$ cat config.mk
export PLATFORM = sky130hd
export DESIGN_NAME = cu_prefetch_stream_arbiter
export DESIGN_NICKNAME = d
export VERILOG_FILES = /design/src/rtl/cu_prefetch_stream_arbiter.sv
export SDC_FILE = /design/constraint.sdc
export NUM_CORES = 2
export LEC_CHECK = 0
export ABC_AREA = 1
export BUFFER_PORTS_ARGS = -buffer_cell sky130_fd_sc_hd__buf_2
export CAP_MARGIN = 20
export CORE_MARGIN = 2
export CORE_UTILIZATION = 45
export CTS_BUF_LIST = sky130_fd_sc_hd__clkbuf_2
export DETAILED_ROUTE_END_ITERATION = 16
export MAX_ROUTING_LAYER = met4
export PLACE_DENSITY = 0.64
export SYNTH_ARGS = -nofsm -noshare
export SYNTH_HDL_FRONTEND = slang
export SYNTH_SLANG_ARGS = --single-unit
$ cat constraint.sdc
create_clock -name clock -period 8.41 [get_ports clock]
set_input_delay 0.4205 -clock clock [delete_from_list [all_inputs] [get_ports clock]]
set_output_delay 0.4205 -clock clock [all_outputs]
set_load 0.02 [all_outputs]
$ cat src/rtl/cu_prefetch_stream_arbiter.sv
// Shares one downstream command buffer among several prefetch stream engines.
// Each engine's command lines are queued in a private FIFO. Queued lines are
// granted round-robin, one per cycle. Responses are routed back to the engine
// selected by cu_id. Per-stream outstanding counts drive the idle indication.

package cu_prefetch_pkg;

    localparam logic [7:0] PREFETCH_READ_CONTROL_ID = 8'd16;

    typedef struct packed {
        logic        valid;
        logic [7:0]  cu_id;
        logic [7:0]  command;
        logic [31:0] address;
        logic [7:0]  size;
        logic [15:0] tag;
    } CommandBufferLine;

    typedef struct packed {
        logic        valid;
        logic [7:0]  cu_id;
        logic [7:0]  response;
        logic [15:0] tag;
    } ResponseBufferLine;

    typedef struct packed {
        logic alfull;
        logic full;
        logic empty;
    } BufferStatus;

endpackage

module cu_prefetch_stream_arbiter
    import cu_prefetch_pkg::*;
#(
    parameter int         NUM_STREAMS      = 4,
    parameter int         FIFO_DEPTH       = 8,
    parameter logic [7:0] STREAM_ID_BASE   = PREFETCH_READ_CONTROL_ID,
    parameter int         OUTSTANDING_BITS = 8
) (
    input  logic                   clock,
    input  logic                   reset,
    input  logic                   enabled_in,
    input  CommandBufferLine       stream_command_in    [NUM_STREAMS],
    output BufferStatus            stream_buffer_status [NUM_STREAMS],
    input  BufferStatus            command_buffer_status,
    output CommandBufferLine       command_out,
    input  ResponseBufferLine      response_in,
    output ResponseBufferLine      stream_response_out  [NUM_STREAMS],
    output logic                   arbiter_idle,
    output logic [NUM_STREAMS-1:0] overflow_error,
    output logic                   response_error
);

    localparam int PTR_W = $clog2(FIFO_DEPTH);
    localparam int CNT_W = PTR_W + 1;
    localparam int SID_W = (NUM_STREAMS > 1) ? $clog2(NUM_STREAMS) : 1;

    localparam logic [PTR_W-1:0]            PTR_ONE  = PTR_W'(1);
    localparam logic [CNT_W-1:0]            DEPTH_C  = CNT_W'(FIFO_DEPTH);
    // An engine may still issue three lines after it observes alfull.
    localparam logic [CNT_W-1:0]            ALFULL_C = CNT_W'(FIFO_DEPTH - 3);
    localparam logic [OUTSTANDING_BITS-1:0] OUT_ONE  = OUTSTANDING_BITS'(1);
    localparam logic [OUTSTANDING_BITS-1:0] OUT_MAX  = {OUTSTANDING_BITS{1'b1}};
    localparam logic [7:0]                  NUM_C    = 8'(NUM_STREAMS);

    // Stream index reached by stepping 'off' places past 'base', wrapping.
    function automatic logic [SID_W-1:0] rr_index(input logic [SID_W-1:0] base, input int off);
        int sum;
        sum = int'(base) + off;
        if (sum >= NUM_STREAMS) begin
            sum = sum - NUM_STREAMS;
        end else begin
            sum = sum;
        end
        return SID_W'(sum);
    endfunction

    CommandBufferLine              fifo_mem_q    [NUM_STREAMS][FIFO_DEPTH];
    logic [PTR_W-1:0]              wr_ptr_q      [NUM_STREAMS];
    logic [PTR_W-1:0]              rd_ptr_q      [NUM_STREAMS];
    logic [CNT_W-1:0]              count_q       [NUM_STREAMS];
    logic [CNT_W-1:0]              count_d       [NUM_STREAMS];
    logic [OUTSTANDING_BITS-1:0]   outstanding_q [NUM_STREAMS];
    logic [OUTSTANDING_BITS-1:0]   outstanding_d [NUM_STREAMS];
    logic [SID_W-1:0]              rr_ptr_q;
    logic [SID_W-1:0]              rr_ptr_d;
    logic                          enabled_q;
    logic                          idle_d;
    CommandBufferLine              command_d;
    ResponseBufferLine             response_d    [NUM_STREAMS];

    logic [NUM_STREAMS-1:0]        eligible_s;
    logic [NUM_STREAMS-1:0]        push_s;
    logic [NUM_STREAMS-1:0]        pop_s;
    logic [NUM_STREAMS-1:0]        drop_s;
    logic [NUM_STREAMS-1:0]        rsp_hit_s;
    logic [NUM_STREAMS-1:0]        rsp_dec_s;
    logic [NUM_STREAMS-1:0]        rsp_zero_s;
    logic                          grant_s;
    logic [SID_W-1:0]              grant_idx_s;
    logic [7:0]                    rsp_idx_s;
    logic                          rsp_route_ok_s;
    logic                          rsp_err_s;

    // A stream competes when it holds a line and its counter has headroom.
    always_comb begin
        for (int i = 0; i < NUM_STREAMS; i++) begin
            eligible_s[i] = (count_q[i] != '0) && (outstanding_q[i] != OUT_MAX);
        end
    end

    // Round-robin pick: first eligible stream at or after rr_ptr.
    always_comb begin
        grant_s     = 1'b0;
        grant_idx_s = '0;
        for (int off = 0; off < NUM_STREAMS; off++) begin
            if (!grant_s && eligible_s[rr_index(rr_ptr_q, off)]) begin
                grant_s     = 1'b1;
                grant_idx_s = rr_index(rr_ptr_q, off);
            end else begin
                grant_s     = grant_s;
            end
        end
        if (!enabled_q || command_buffer_status.alfull) begin
            grant_s = 1'b0;
        end else begin
            grant_s = grant_s;
        end
        rr_ptr_d = grant_s ? rr_index(grant_idx_s, 1) : rr_ptr_q;
    end

    // Push/pop decisions; a full FIFO popped this cycle still accepts a push.
    always_comb begin
        for (int i = 0; i < NUM_STREAMS; i++) begin
            pop_s[i]   = grant_s && (grant_idx_s == SID_W'(i));
            push_s[i]  = stream_command_in[i].valid && ((count_q[i] != DEPTH_C) || pop_s[i]);
            drop_s[i]  = stream_command_in[i].valid && !push_s[i];
            count_d[i] = count_q[i] + CNT_W'(push_s[i]) - CNT_W'(pop_s[i]);
        end
    end

    // Decode the response target; cu_id below the base wraps to unroutable.
    always_comb begin
        rsp_idx_s      = response_in.cu_id - STREAM_ID_BASE;
        rsp_route_ok_s = response_in.valid && (rsp_idx_s < NUM_C);
        for (int i = 0; i < NUM_STREAMS; i++) begin
            rsp_hit_s[i]     = rsp_route_ok_s && (rsp_idx_s == 8'(i));
            rsp_zero_s[i]    = rsp_hit_s[i] && (outstanding_q[i] == '0);
            rsp_dec_s[i]     = rsp_hit_s[i] && (outstanding_q[i] != '0);
            response_d[i]    = rsp_hit_s[i] ? response_in : '0;
        end
        rsp_err_s = (response_in.valid && !rsp_route_ok_s) || (|rsp_zero_s);
    end

    // Outstanding counters: issue adds one, response removes one, both cancel.
    always_comb begin
        for (int i = 0; i < NUM_STREAMS; i++) begin
            case ({pop_s[i], rsp_dec_s[i]})
                2'b10:   outstanding_d[i] = outstanding_q[i] + OUT_ONE;
                2'b01:   outstanding_d[i] = outstanding_q[i] - OUT_ONE;
                default: outstanding_d[i] = outstanding_q[i];
            endcase
        end
    end

    // Granted line leaves with valid forced; idle looks at post-edge state.
    always_comb begin
        command_d = '0;
        if (grant_s) begin
            command_d       = fifo_mem_q[grant_idx_s][rd_ptr_q[grant_idx_s]];
            command_d.valid = 1'b1;
        end else begin
            command_d = '0;
        end
        idle_d = 1'b1;
        for (int i = 0; i < NUM_STREAMS; i++) begin
            idle_d = idle_d && (count_d[i] == '0) && (outstanding_d[i] == '0);
        end
    end

    // FIFO storage; contents need no reset because pointers gate every read.
    always_ff @(posedge clock) begin
        for (int i = 0; i < NUM_STREAMS; i++) begin
            if (push_s[i]) begin
                fifo_mem_q[i][wr_ptr_q[i]] <= stream_command_in[i];
            end
        end
    end

    // Per-stream pointers, counts, counters and status.
    always_ff @(posedge clock) begin
        for (int i = 0; i < NUM_STREAMS; i++) begin
            if (reset) begin
                wr_ptr_q[i]             <= '0;
                rd_ptr_q[i]             <= '0;
                count_q[i]              <= '0;
                outstanding_q[i]        <= '0;
                stream_buffer_status[i] <= '{alfull: 1'b0, full: 1'b0, empty: 1'b1};
                stream_response_out[i]  <= '0;
            end else begin
                if (push_s[i]) wr_ptr_q[i] <= wr_ptr_q[i] + PTR_ONE;
                if (pop_s[i])  rd_ptr_q[i] <= rd_ptr_q[i] + PTR_ONE;
                count_q[i]                     <= count_d[i];
                outstanding_q[i]               <= outstanding_d[i];
                stream_buffer_status[i].alfull <= (count_d[i] >= ALFULL_C);
                stream_buffer_status[i].full   <= (count_d[i] == DEPTH_C);
                stream_buffer_status[i].empty  <= (count_d[i] == '0);
                stream_response_out[i]         <= response_d[i];
            end
        end
    end

    // Shared state: enable register, rr pointer, outputs and sticky errors.
    always_ff @(posedge clock) begin
        if (reset) begin
            enabled_q      <= 1'b0;
            rr_ptr_q       <= '0;
            command_out    <= '0;
            arbiter_idle   <= 1'b1;
            overflow_error <= '0;
            response_error <= 1'b0;
        end else begin
            enabled_q      <= enabled_in;
            rr_ptr_q       <= rr_ptr_d;
            command_out    <= command_d;
            arbiter_idle   <= idle_d;
            overflow_error <= overflow_error | drop_s;
            response_error <= response_error | rsp_err_s;
        end
    end

endmodule

==> impl_metrics.csv <==
group,metric,value,unit
worst_setup_path,start_kind,"input pin",
placed_design,dp_hpwl,181,mm
synth,synth-main-ff-cell,"edfxtp_1",
route,avgRoutedWirePerCell,25.2,µm
grt,grt-ovfl-total,0,
cells_and_area,fin_cells,14800,
worst_setup_path,crit_path_top_delay_cell,"dlygate4sd3_1",
worst_setup_path,worstSetupPathType,"input pin to register",
cells_and_area,nets,11600,
synth,ys_async_sr_fraction,0,
grt,grt_max_degree,209,
sta,relSlewSlack,0.0939,
clock_network,clockBufferDepth,4,
synth,synth_seq_cells,2602,
worst_setup_path,cp_slowest_stage_delay,660,ps
power_and_ir_drop,peakVddDrop,0.684,mV
clock_network,htree_num_levels,6,
min_path,hold_path.class,"input pin to register",
synth,ys_seq_area_frac,0.701,
synth,synth.distinct_cells,42,
clock_network,clkSinkCount,2602,
worst_setup_path,crit_fanout,8,
flow_run,cap_violations,0,
clock_network,root_buffer,"clkbuf_2",
synth,synth_top_family_by_area,"simple AND/OR/NAND/NOR gates",
grt,first_global_vias,83000,
sta,worst_slew_pin_slew,1360,ps
sta,finalSetupViolCount,0,
cells_and_area,drive_above_1_share,0.154,
route,routed_wl,373,mm
floorplanning,die_w,493,µm
synth,synthCells,9514,
synth,yosys_warnings,0,
floorplanning,start_util,0.452,
route,vias,85900,
clock_network,numCtsBuffers,671,
cells_and_area,stdcell_area,129000,µm²
sta,clock.fmax,148,MHz
power_and_ir_drop,power.density,415,nW/µm²
sta,min_period,6750,ps
placed_design,place.gp.congestion,0.852,
placed_design,place_worst_setup_slack,1930,ps
synth,synthTopCellsByCount,"nand2_1 (2851), edfxtp_1 (2328), nand3_1 (1558)",
floorplanning,dieArea,243000,µm²
cells_and_area,areaGrowthSynthToFinish,19.7,%
placed_design,place_area,113000,µm²
grt,track_usage,0.309,
sta,hold_viol_final,0,
clock_network,worstSkewPairLatency,2020,ps
placed_design,port_buffers,551,
synth,syn_avg_cell_area,11.3,µm²
synth,synth_edf_count,2328,
sta,rsz0062_at_grt,"false",
power_and_ir_drop,power.leakage,50.4,nW
floorplanning,core-area,238000,µm²
route,ant_nets,0,
worst_setup_path,end_kind,"register",
synth,synth_adder_area_share,0.00894,
synth,synth_xor_area_frac,0.00228,
synth,yosys-top-cells-area,"edfxtp_1 (65%), nand2_1 (10%), nand3_1 (7.3%), nand4_1 (5.6%), dfxtp_1 (5.1%)",
synth,synth_compound_area_frac,0.00464,
clock_network,cts_tree,"yes",
grt,grt_antenna_before_repair,21,
power_and_ir_drop,power.total,53.4,mW
synth,synth_top_area_share,0.650,
status,outcome,"finished, final reports clean",
floorplanning,io_pins,554,
sta,fin_setup_tns,0,ps
route,drtPass1Iterations,6,
clock_network,clk_pin_slew,90,ps
floorplanning,die_h,493,µm
route,viasPerCell,5.79,
route,drcViolationCount,0,
route,drtIter0Drc,10600,
sta,setup_slack,1660,ps
sta,finalCritPeriodShare,0.803,
worst_setup_path,critPathRequiredTime,10290,ps
synth,yosysTopAreaCell,"edfxtp_1",
worst_setup_path,worstPathArrival,8630,ps
synth,synth_area,107000,µm²
synth,yosysMostFrequentCell,"nand2_1",
floorplanning,fp-row-count,179,
synth,synth-simple-area-share,0.244,
synth,synth.mux.area_fraction,0,
grt,grt_pass1_wl,543,mm
sta,slew_violations,0,
worst_setup_path,cpMostUsedCell,"dlygate4sd3_1",
placed_design,placed_cells,12700,
sta,skew,139,ps
flip-flops by register name, summed over array words and instances, names as in the netlist:
register / cells
arbiter_idle: 1
command_out: 73
count_q: 16
enabled_q: 1
fifo_mem_q: 2304
outstanding_q: 32
overflow_error: 4
rd_ptr_q: 12
response_error: 1
rr_ptr_q: 2
stream_buffer_status: 12
stream_response_out: 132
wr_ptr_q: 12
critical path: cells and delay by family:
family                     cells  cell delay [ps]
buffers and inverters         12             4620
and+or+nand+nor               12             2030
AOI/OAI and AO/OA              4              680
adders and majority gates      2              870
report_power, final:
| part | internal, mW | total, mW | leakage (nW) | switching [mW] |
|---|---|---|---|---|
| Sequential | 15.1 | 15.3 | 23.4 | 0.259 |
| Combinational | 8.20 | 29.6 | 22.5 | 21.4 |
| Clock | 3.35 | 8.54 | 4.57 | 5.19 |
| Total | 26.6 | 53.4 | 50.4 | 26.8 |
layer usage:
layer	vias up	global-route usage	wire (µm)
met5	-	-	0
met4	0	0.140	17200
met3	1033	0.0581	40300
met2	5624	0.476	175000
met1	41500	0.398	141000
li1	37800	-	-
layout make-up:
class | count | area (µm²)
antenna | 20 | 50.0
timing repair buffer | 1689 | 14300
clock inverter | 138 | 712
tap | 3167 | 3960
sequential | 2602 | 75400
inverter | 197 | 764
fill | 20500 | 109000
clock buffer | 1015 | 5080
multi-input combinational | 6009 | 28400
what timing repair did:
item                                    in CTS  in global routing
hold buffers                              1000                  0
endpoints found under the hold margin     4401                  0
gates resized for setup                      0                  0
endpoints found under the setup margin       0                  0
buffers inserted                             0                  0
path summary, 6_finish.rpt:
kind,start,to,slack [ps],cells past startpoint
max,response_in[30],arbiter_idle,1660,30
max reg2reg,rr_ptr_q[0],command_out[43],1730,19
min reg2reg,outstanding_q[0][5],outstanding_q[0][5],530,2
min,stream_command_in[218],wr_ptr_q[1][1],220,5
cell families (layout without fill, tap and decap cells):
| logic type | after synthesis | after routing |
|---|---|---|
| simple gates | 5796 | 5796 |
| flops | 2602 | 2602 |
| buf+inv | 926 | 3039 |
| compound gates | 89 | 89 |
| fa+ha+maj | 72 | 72 |
| xor+xnor | 28 | 28 |
| other cells | 1 | 44 |
cell usage in the layout (no fill, tap or decap), types with 6 or more instances in the layout:
| cell | n |
|---|---|
| fa_1 | 8 |
| clkbuf_2 | 1015 |
| buf_12 | 35 |
| o21ai_0 | 29 |
| nand2_8 | 6 |
| nand3_1 | 1558 |
| buf_4 | 99 |
| diode_2 | 20 |
| bufinv_16 | 6 |
| dlygate4sd3_1 | 1000 |
| inv_1 | 190 |
| ha_1 | 64 |
| xnor2_1 | 16 |
| a21oi_1 | 37 |
| nor2_4 | 33 |
| dfxtp_1 | 274 |
| edfxtp_1 | 2328 |
| clkinv_2 | 8 |
| nand2_1 | 2851 |
| nand4_1 | 958 |
| conb_1 | 24 |
| inv_2 | 15 |
| nor2_1 | 359 |
| clkinv_1 | 107 |
| nor4_1 | 6 |
| o22ai_1 | 7 |
| nor3_1 | 10 |
| xor2_1 | 12 |
| buf_2 | 551 |
through the flow:
step,hold slack [ps],util
2_1_floorplan,488,-
3_3_place_gp,452,0.474
3_5_place_dp,455,0.474
4_1_cts,38.1,0.541
5_1_grt,185,0.541
6_report,224,0.541
No activity file was read; power rests on OpenSTA's default activity.
